$ cat config.mk
export PLATFORM = sky130hd
export DESIGN_NAME = blackjack_table_flat
export DESIGN_NICKNAME = d
export VERILOG_FILES = /design/src/rtl/blackjack_table_if.sv /design/src/rtl/blackjack_table.sv /design/src/flat_wrapper.sv
export SDC_FILE = /design/constraint.sdc
export NUM_CORES = 1
export LEC_CHECK = 0
export CAP_MARGIN = 40
export CORE_MARGIN = 5
export CORE_UTILIZATION = 35
export DETAILED_ROUTE_END_ITERATION = 7
export HOLD_SLACK_MARGIN = 0.08
export PLACE_DENSITY = 0.68
export SYNTH_ARGS = -nofsm -noshare
export SYNTH_HDL_FRONTEND = slang
export SYNTH_SLANG_ARGS = --single-unit
$ cat constraint.sdc
create_clock -name i_clk -period 2.17 [get_ports i_clk]
set_clock_uncertainty 0.1 [all_clocks]
set_input_delay 0.3255 -clock i_clk [delete_from_list [all_inputs] [get_ports i_clk]]
set_output_delay 0.3255 -clock i_clk [all_outputs]
set_load 0.01 [all_outputs]
$ cat src/rtl/blackjack_table_if.sv
// Agent/card-source bundle for the blackjack_table episode engine.
// The table uses the slave modport; the agent/card source side uses master.
interface blackjack_table_if #(
  parameter int CARD_W = 4,
  parameter int SUM_W  = 5
);
  logic [CARD_W-1:0] i_card;
  logic              o_card_req;
  logic              i_start;
  logic              i_act_valid;
  logic              i_act;
  logic              o_act_ready;
  logic              o_obs_valid;
  logic [SUM_W-1:0]  o_player_sum;
  logic [CARD_W-1:0] o_dealer_show;
  logic              o_usable_ace;
  logic              o_done;
  logic [1:0]        o_reward;

  modport master (
    output i_card, i_start, i_act_valid, i_act,
    input  o_card_req, o_act_ready, o_obs_valid, o_player_sum,
           o_dealer_show, o_usable_ace, o_done, o_reward
  );

  modport slave (
    input  i_card, i_start, i_act_valid, i_act,
    output o_card_req, o_act_ready, o_obs_valid, o_player_sum,
           o_dealer_show, o_usable_ace, o_done, o_reward
  );
endinterface

$ cat src/rtl/blackjack_table.sv
// Blackjack episode engine: deals hands, takes hit/stick, plays the dealer, scores.
// Optional macro HIT_SOFT17_EN makes the dealer hit a soft 17.
module blackjack_table #(
  parameter int CARD_W = 4,
  parameter int SUM_W  = 5
) (
  input  logic             i_clk,
  input  logic             i_rst,
  blackjack_table_if.slave bus
);

  localparam logic [2:0] S_IDLE   = 3'd0;
  localparam logic [2:0] S_DEAL   = 3'd1;
  localparam logic [2:0] S_PLAYER = 3'd2;
  localparam logic [2:0] S_PHIT   = 3'd3;
  localparam logic [2:0] S_DEALER = 3'd4;
  localparam logic [2:0] S_SCORE  = 3'd5;
  localparam logic [2:0] S_DONE   = 3'd6;

  logic [2:0]        state;
  logic [1:0]        deal_cnt;
  logic [SUM_W-1:0]  player_hard;
  logic [SUM_W-1:0]  dealer_hard;
  logic              player_ace;
  logic              dealer_ace;
  logic [CARD_W-1:0] dealer_show;
  logic [1:0]        reward;

  logic [SUM_W-1:0]  card_val;
  logic              card_is_ace;
  logic              player_usable;
  logic              dealer_usable;
  logic [SUM_W-1:0]  player_eff;
  logic [SUM_W-1:0]  dealer_eff;
  logic [SUM_W-1:0]  player_next;
  logic [SUM_W-1:0]  dealer_next;
  logic              dealer_draw;
  logic              card_req;

  // Out-of-range card values from the source are clamped into 1..10
  always_comb begin
    card_val = SUM_W'(bus.i_card);
    if (bus.i_card == '0)
      card_val = SUM_W'(1);
    else if (bus.i_card > CARD_W'(10))
      card_val = SUM_W'(10);
  end

  assign card_is_ace   = (card_val == SUM_W'(1));
  assign player_usable = player_ace && (player_hard <= SUM_W'(11));
  assign dealer_usable = dealer_ace && (dealer_hard <= SUM_W'(11));
  assign player_eff    = player_usable ? player_hard + SUM_W'(10) : player_hard;
  assign dealer_eff    = dealer_usable ? dealer_hard + SUM_W'(10) : dealer_hard;
  assign player_next   = player_hard + card_val;
  assign dealer_next   = dealer_hard + card_val;

`ifdef HIT_SOFT17_EN
  assign dealer_draw = (dealer_eff < SUM_W'(17)) ||
                       ((dealer_eff == SUM_W'(17)) && dealer_usable);
`else
  assign dealer_draw = (dealer_eff < SUM_W'(17));
`endif

  // Purely from state so reset drops the request without waiting for an edge
  assign card_req = (state == S_DEAL) || (state == S_PHIT) ||
                    ((state == S_DEALER) && dealer_draw);

  always_ff @(posedge i_clk or posedge i_rst) begin
    if (i_rst) begin
      state       <= S_IDLE;
      deal_cnt    <= 2'd0;
      player_hard <= '0;
      dealer_hard <= '0;
      player_ace  <= 1'b0;
      dealer_ace  <= 1'b0;
      dealer_show <= '0;
      reward      <= 2'b00;
    end else begin
      case (state)
        S_IDLE, S_DONE: begin
          if (bus.i_start) begin
            state       <= S_DEAL;
            deal_cnt    <= 2'd0;
            player_hard <= '0;
            dealer_hard <= '0;
            player_ace  <= 1'b0;
            dealer_ace  <= 1'b0;
            dealer_show <= '0;
            reward      <= 2'b00;
          end
        end
        // Deal order: player, dealer face-up, player, dealer hidden
        S_DEAL: begin
          if (deal_cnt[0] == 1'b0) begin
            player_hard <= player_next;
            player_ace  <= player_ace | card_is_ace;
          end else begin
            dealer_hard <= dealer_next;
            dealer_ace  <= dealer_ace | card_is_ace;
          end
          if (deal_cnt == 2'd1)
            dealer_show <= CARD_W'(card_val);
          deal_cnt <= deal_cnt + 2'd1;
          if (deal_cnt == 2'd3)
            state <= S_PLAYER;
        end
        S_PLAYER: begin
          if (bus.i_act_valid)
            state <= bus.i_act ? S_PHIT : S_DEALER;
        end
        S_PHIT: begin
          player_hard <= player_next;
          player_ace  <= player_ace | card_is_ace;
          if (player_next > SUM_W'(21)) begin
            reward <= 2'b11;
            state  <= S_DONE;
          end else begin
            state <= S_PLAYER;
          end
        end
        S_DEALER: begin
          if (dealer_draw) begin
            dealer_hard <= dealer_next;
            dealer_ace  <= dealer_ace | card_is_ace;
          end else begin
            state <= S_SCORE;
          end
        end
        S_SCORE: begin
          if ((dealer_eff > SUM_W'(21)) || (player_eff > dealer_eff))
            reward <= 2'b01;
          else if (player_eff == dealer_eff)
            reward <= 2'b00;
          else
            reward <= 2'b11;
          state <= S_DONE;
        end
        default: state <= S_IDLE;
      endcase
    end
  end

  assign bus.o_card_req    = card_req;
  assign bus.o_act_ready   = (state == S_PLAYER);
  assign bus.o_obs_valid   = (state == S_PLAYER) || (state == S_DONE);
  assign bus.o_player_sum  = player_eff;
  assign bus.o_dealer_show = dealer_show;
  assign bus.o_usable_ace  = player_usable;
  assign bus.o_done        = (state == S_DONE);
  assign bus.o_reward      = reward;

endmodule

$ cat src/flat_wrapper.sv
// flat-port wrapper written by rule: the top's interface ports become plain ports
module blackjack_table_flat 
#(
  parameter int CARD_W = 4,
  parameter int SUM_W  = 5
)
  (i_clk, i_rst, bus_i_card, bus_i_start, bus_i_act_valid, bus_i_act, bus_o_card_req, bus_o_act_ready, bus_o_obs_valid, bus_o_player_sum, bus_o_dealer_show, bus_o_usable_ace, bus_o_done, bus_o_reward);
  blackjack_table_if #(.CARD_W(CARD_W), .SUM_W(SUM_W)) bus_i ();
  input  logic i_clk;
  input  logic i_rst;
  input wire logic [$bits(bus_i.i_card)-1:0] bus_i_card;
  input wire logic [$bits(bus_i.i_start)-1:0] bus_i_start;
  input wire logic [$bits(bus_i.i_act_valid)-1:0] bus_i_act_valid;
  input wire logic [$bits(bus_i.i_act)-1:0] bus_i_act;
  output wire logic [$bits(bus_i.o_card_req)-1:0] bus_o_card_req;
  output wire logic [$bits(bus_i.o_act_ready)-1:0] bus_o_act_ready;
  output wire logic [$bits(bus_i.o_obs_valid)-1:0] bus_o_obs_valid;
  output wire logic [$bits(bus_i.o_player_sum)-1:0] bus_o_player_sum;
  output wire logic [$bits(bus_i.o_dealer_show)-1:0] bus_o_dealer_show;
  output wire logic [$bits(bus_i.o_usable_ace)-1:0] bus_o_usable_ace;
  output wire logic [$bits(bus_i.o_done)-1:0] bus_o_done;
  output wire logic [$bits(bus_i.o_reward)-1:0] bus_o_reward;
  assign bus_i.i_card = bus_i_card;
  assign bus_i.i_start = bus_i_start;
  assign bus_i.i_act_valid = bus_i_act_valid;
  assign bus_i.i_act = bus_i_act;
  assign bus_o_card_req = bus_i.o_card_req;
  assign bus_o_act_ready = bus_i.o_act_ready;
  assign bus_o_obs_valid = bus_i.o_obs_valid;
  assign bus_o_player_sum = bus_i.o_player_sum;
  assign bus_o_dealer_show = bus_i.o_dealer_show;
  assign bus_o_usable_ace = bus_i.o_usable_ace;
  assign bus_o_done = bus_i.o_done;
  assign bus_o_reward = bus_i.o_reward;
  blackjack_table #(.CARD_W(CARD_W), .SUM_W(SUM_W)) u_core (.i_clk(i_clk), .i_rst(i_rst), .bus(bus_i));
endmodule
==> impl_metrics.env <==
export IMPL_status="finished, violations left"
export IMPL_violations="setup timing"
export IMPL_hold_viol_final=0
export IMPL_multiInputGateArea_um2=1720
export IMPL_ctsHoldBuffers=0
export IMPL_synth_ff_type="dfrtp_1"
export IMPL_cp_arrival_ns=2.03
export IMPL_placed_cells=399
export IMPL_vdd_ir_drop_max_uv=812
export IMPL_path_max_fanout=3
export IMPL_synth_avg_cell_area_um2=8.60
export IMPL_period_share=1.13
export IMPL_ys_seq_elements=23
export IMPL_grt_max_degree=24
export IMPL_max_freq_mhz=407
export IMPL_regArea_um2=578
export IMPL_vias=2188
export IMPL_netlist_area_leader_share=0.270
export IMPL_synth_distinct_cells=56
export IMPL_synth_async_reset_ratio=1.00
export IMPL_ios=25
export IMPL_cp_start_kind="flip-flop"
export IMPL_initial_utilization=0.360
export IMPL_h_tree_depth=1
export IMPL_diodes=0
export IMPL_grt_use_met3=0.0245
export IMPL_critPathCaptureType="output pin"
export IMPL_dr_pass1_iters=4
export IMPL_cap_violations=0
export IMPL_ys_seq_area_frac=0.270
export IMPL_die_width_um=88.1
export IMPL_hpwl_um=4700
export IMPL_clock_sinks=23
export IMPL_num_fill_cells=505
export IMPL_synth_edf_count=0
export IMPL_routed_wl_um=6480
export IMPL_drcViolationCount=0
export IMPL_max_slew_margin=0.642
export IMPL_rows=28
export IMPL_timing_rr_start="u_core.player_hard[1]"
export IMPL_clock_path_buffers=2
export IMPL_reg2reg_to="u_core.bus.o_reward[1]"
export IMPL_slew_violations=0
export IMPL_synth_nets=279
export IMPL_leakagePower_nw=1.50
export IMPL_yosysWarningCount=0
export IMPL_die_h_um=88.1
export IMPL_setup_ws_ns=-0.286
export IMPL_hold_class="in2async"
export IMPL_worstPathRequired_ns=1.74
export IMPL_netlist_top_cells_area="dfrtp_1, ha_1, a21oi_1"
export IMPL_r2r_slack_ns=-0.26
export IMPL_final_layout_size_suffix_gt1_frac=0.418
export IMPL_grt_pass1_vias=2180
export IMPL_path_clk_slew_ns=0.09
export IMPL_wire_per_inst_um=15.5
export IMPL_r2r_cells=11
export IMPL_synth_top_area_cell="dfrtp_1"
export IMPL_grt_pass1_wl_um=10300
export IMPL_fin_tns_setup_ns=-1.29
export IMPL_syn_inst=248
export IMPL_use_met2=0.295
export IMPL_numCtsBuffers=3
export IMPL_finalNetCount=374
export IMPL_busiest_layer="met2"
export IMPL_netlist_area_um2=2130
export IMPL_syn_to_final_growth_pct=55.4
export IMPL_clkLatencyLatePin_ns=0.27
export IMPL_via_per_inst=5.25
export IMPL_grt_overflow=0
export IMPL_path_class="reg2out"
export IMPL_cellPowerDensity_nw_per_um2=1480
export IMPL_worstMarginPinSlew_ns=0.537
export IMPL_track_usage=0.168
export IMPL_setup_viol_count_final=9
export IMPL_grt_antenna_before_repair=0
export IMPL_instances_no_fill=417
export IMPL_dieArea_um2=7760
export IMPL_io_buffer_count=24
export IMPL_coreArea_um2=5920
export IMPL_place_congestion=0.911
export IMPL_antenna_left=0
export IMPL_timing_final_crit_period_ns=2.46
export IMPL_cts_tree="done"
export IMPL_rsz0062_at_grt="true"
export IMPL_clockRootBuffer="clkbuf_8"
export IMPL_dr_first_iter_drc_count=115
export IMPL_grtUsageMet1=0.215
cell families after synthesis:
| logic type | synth area share |
|---|---|
| AOI/OAI and AO/OA | 0.257 |
| xor gates and xnor gates | 0.0287 |
| buffers and inverters | 0.0563 |
| muxes | 0.0405 |
| adders and majority gates | 0.136 |
| DFF | 0.270 |
| and+or+nand+nor | 0.212 |
cell usage after synthesis (2+ instances only):
cell type / n
nand2b_1: 6
a32oi_1: 2
o21a_1: 3
nor2_1: 20
mux2_4: 3
nor3_1: 4
o22ai_1: 5
clkbuf_1: 4
mux2i_1: 3
fa_1: 2
a311oi_1: 3
nand3_1: 10
a221oi_1: 3
a21oi_1: 21
a211o_1: 2
o21ai_1: 2
dfrtp_1: 23
buf_2: 3
a211oi_1: 3
inv_1: 18
nand2_1: 14
nand4_1: 2
and3b_1: 2
nor3b_2: 2
a21o_1: 4
and2_1: 5
a22o_1: 6
o21ai_0: 13
xor2_1: 6
nor2b_1: 9
ha_1: 20
report_power, final:
part / switching (W) / internal (W)
clock network: 0.000148 / 0.000131
registers: 0.000216 / 0.000608
logic: 0.00180 / 0.00201
layout by cell type, fill, tap and decap left out, types with 6 or more instances in the layout:
| master | instances |
|---|---|
| buf_4 | 69 |
| dfrtp_1 | 21 |
| a21oi_1 | 16 |
| nor2_1 | 15 |
| inv_1 | 15 |
| ha_1 | 14 |
| clkdlybuf4s50_1 | 14 |
| nand2_1 | 13 |
| buf_6 | 11 |
| nand3_1 | 10 |
| o21ai_0 | 8 |
| a22o_1 | 6 |
| nor2b_1 | 6 |
stage by stage:
stage	util	hold WS [ns]	setup WS (ns)	cell area, um^2	power, W
final	0.560	0.317	-0.286	3310	0.00492
after CTS	0.531	0.337	-0.249	3140	0.00456
after global placement	0.490	0.395	-0.679	2900	0.00388
after detailed placement	0.490	0.391	-0.854	2900	0.00393
after floorplan	-	0.227	-0.229	2160	0.00265
after global routing	0.560	0.373	-0.426	3310	0.00530
critical path, cell delays in order, from the launching register on:
cell,delay (ns)
dfrtp_2,0.42
ha_2,0.18
and3b_1,0.15
o21ai_1,0.14
nand2_2,0.11
nor3_2,0.19
xor2_1,0.24
buf_4,0.15
buf_4,0.10
buf_6,0.09
routing by layer:
| layer | wire length, um | part of all wire |
|---|---|---|
| met4 | 92 | 0.014 |
| met2 | 3210 | 0.50 |
| met3 | 244 | 0.038 |
| met1 | 2920 | 0.45 |
| met5 | 0 | 0 |
registers in the layout, summed over array words and instances (netlist names):
name                      flops
u_core.bus.o_reward           2
u_core.player_ace             1
u_core.dealer_ace             1
u_core.state                  3
u_core.player_hard            5
u_core.dealer_hard            5
u_core.deal_cnt               2
u_core.bus.o_dealer_show      4
worst max path at each step:
stage | slack, ns | to | startpoint
floorplan | -0.23 | u_core.bus.o_reward[1] | u_core.player_hard[1]
global placement | -0.68 | u_core.bus.o_reward[1] | bus_i_card[2]
detailed placement | -0.85 | u_core.state[2] | bus_i_card[2]
CTS | -0.25 | u_core.bus.o_reward[1] | u_core.player_hard[1]
global route | -0.43 | u_core.bus.o_reward[1] | u_core.player_hard[1]
finish | -0.29 | bus_o_player_sum[3] | u_core.player_hard[1]
cell type report:
cell class                 count  share of cell area
clock buffer                   4              0.0136
inverter                      19              0.0215
multi-input combinational    197               0.518
sequential                    23               0.174
tap                           75              0.0283
timing repair buffer          99               0.245
what timing repair did:
action,4_1_cts,5_1_grt
pin swaps,24,20
resized for setup,61,35
setup endpoints to repair,16,18
setup buffers,11,8
No activity file was read; power rests on OpenSTA's default activity.
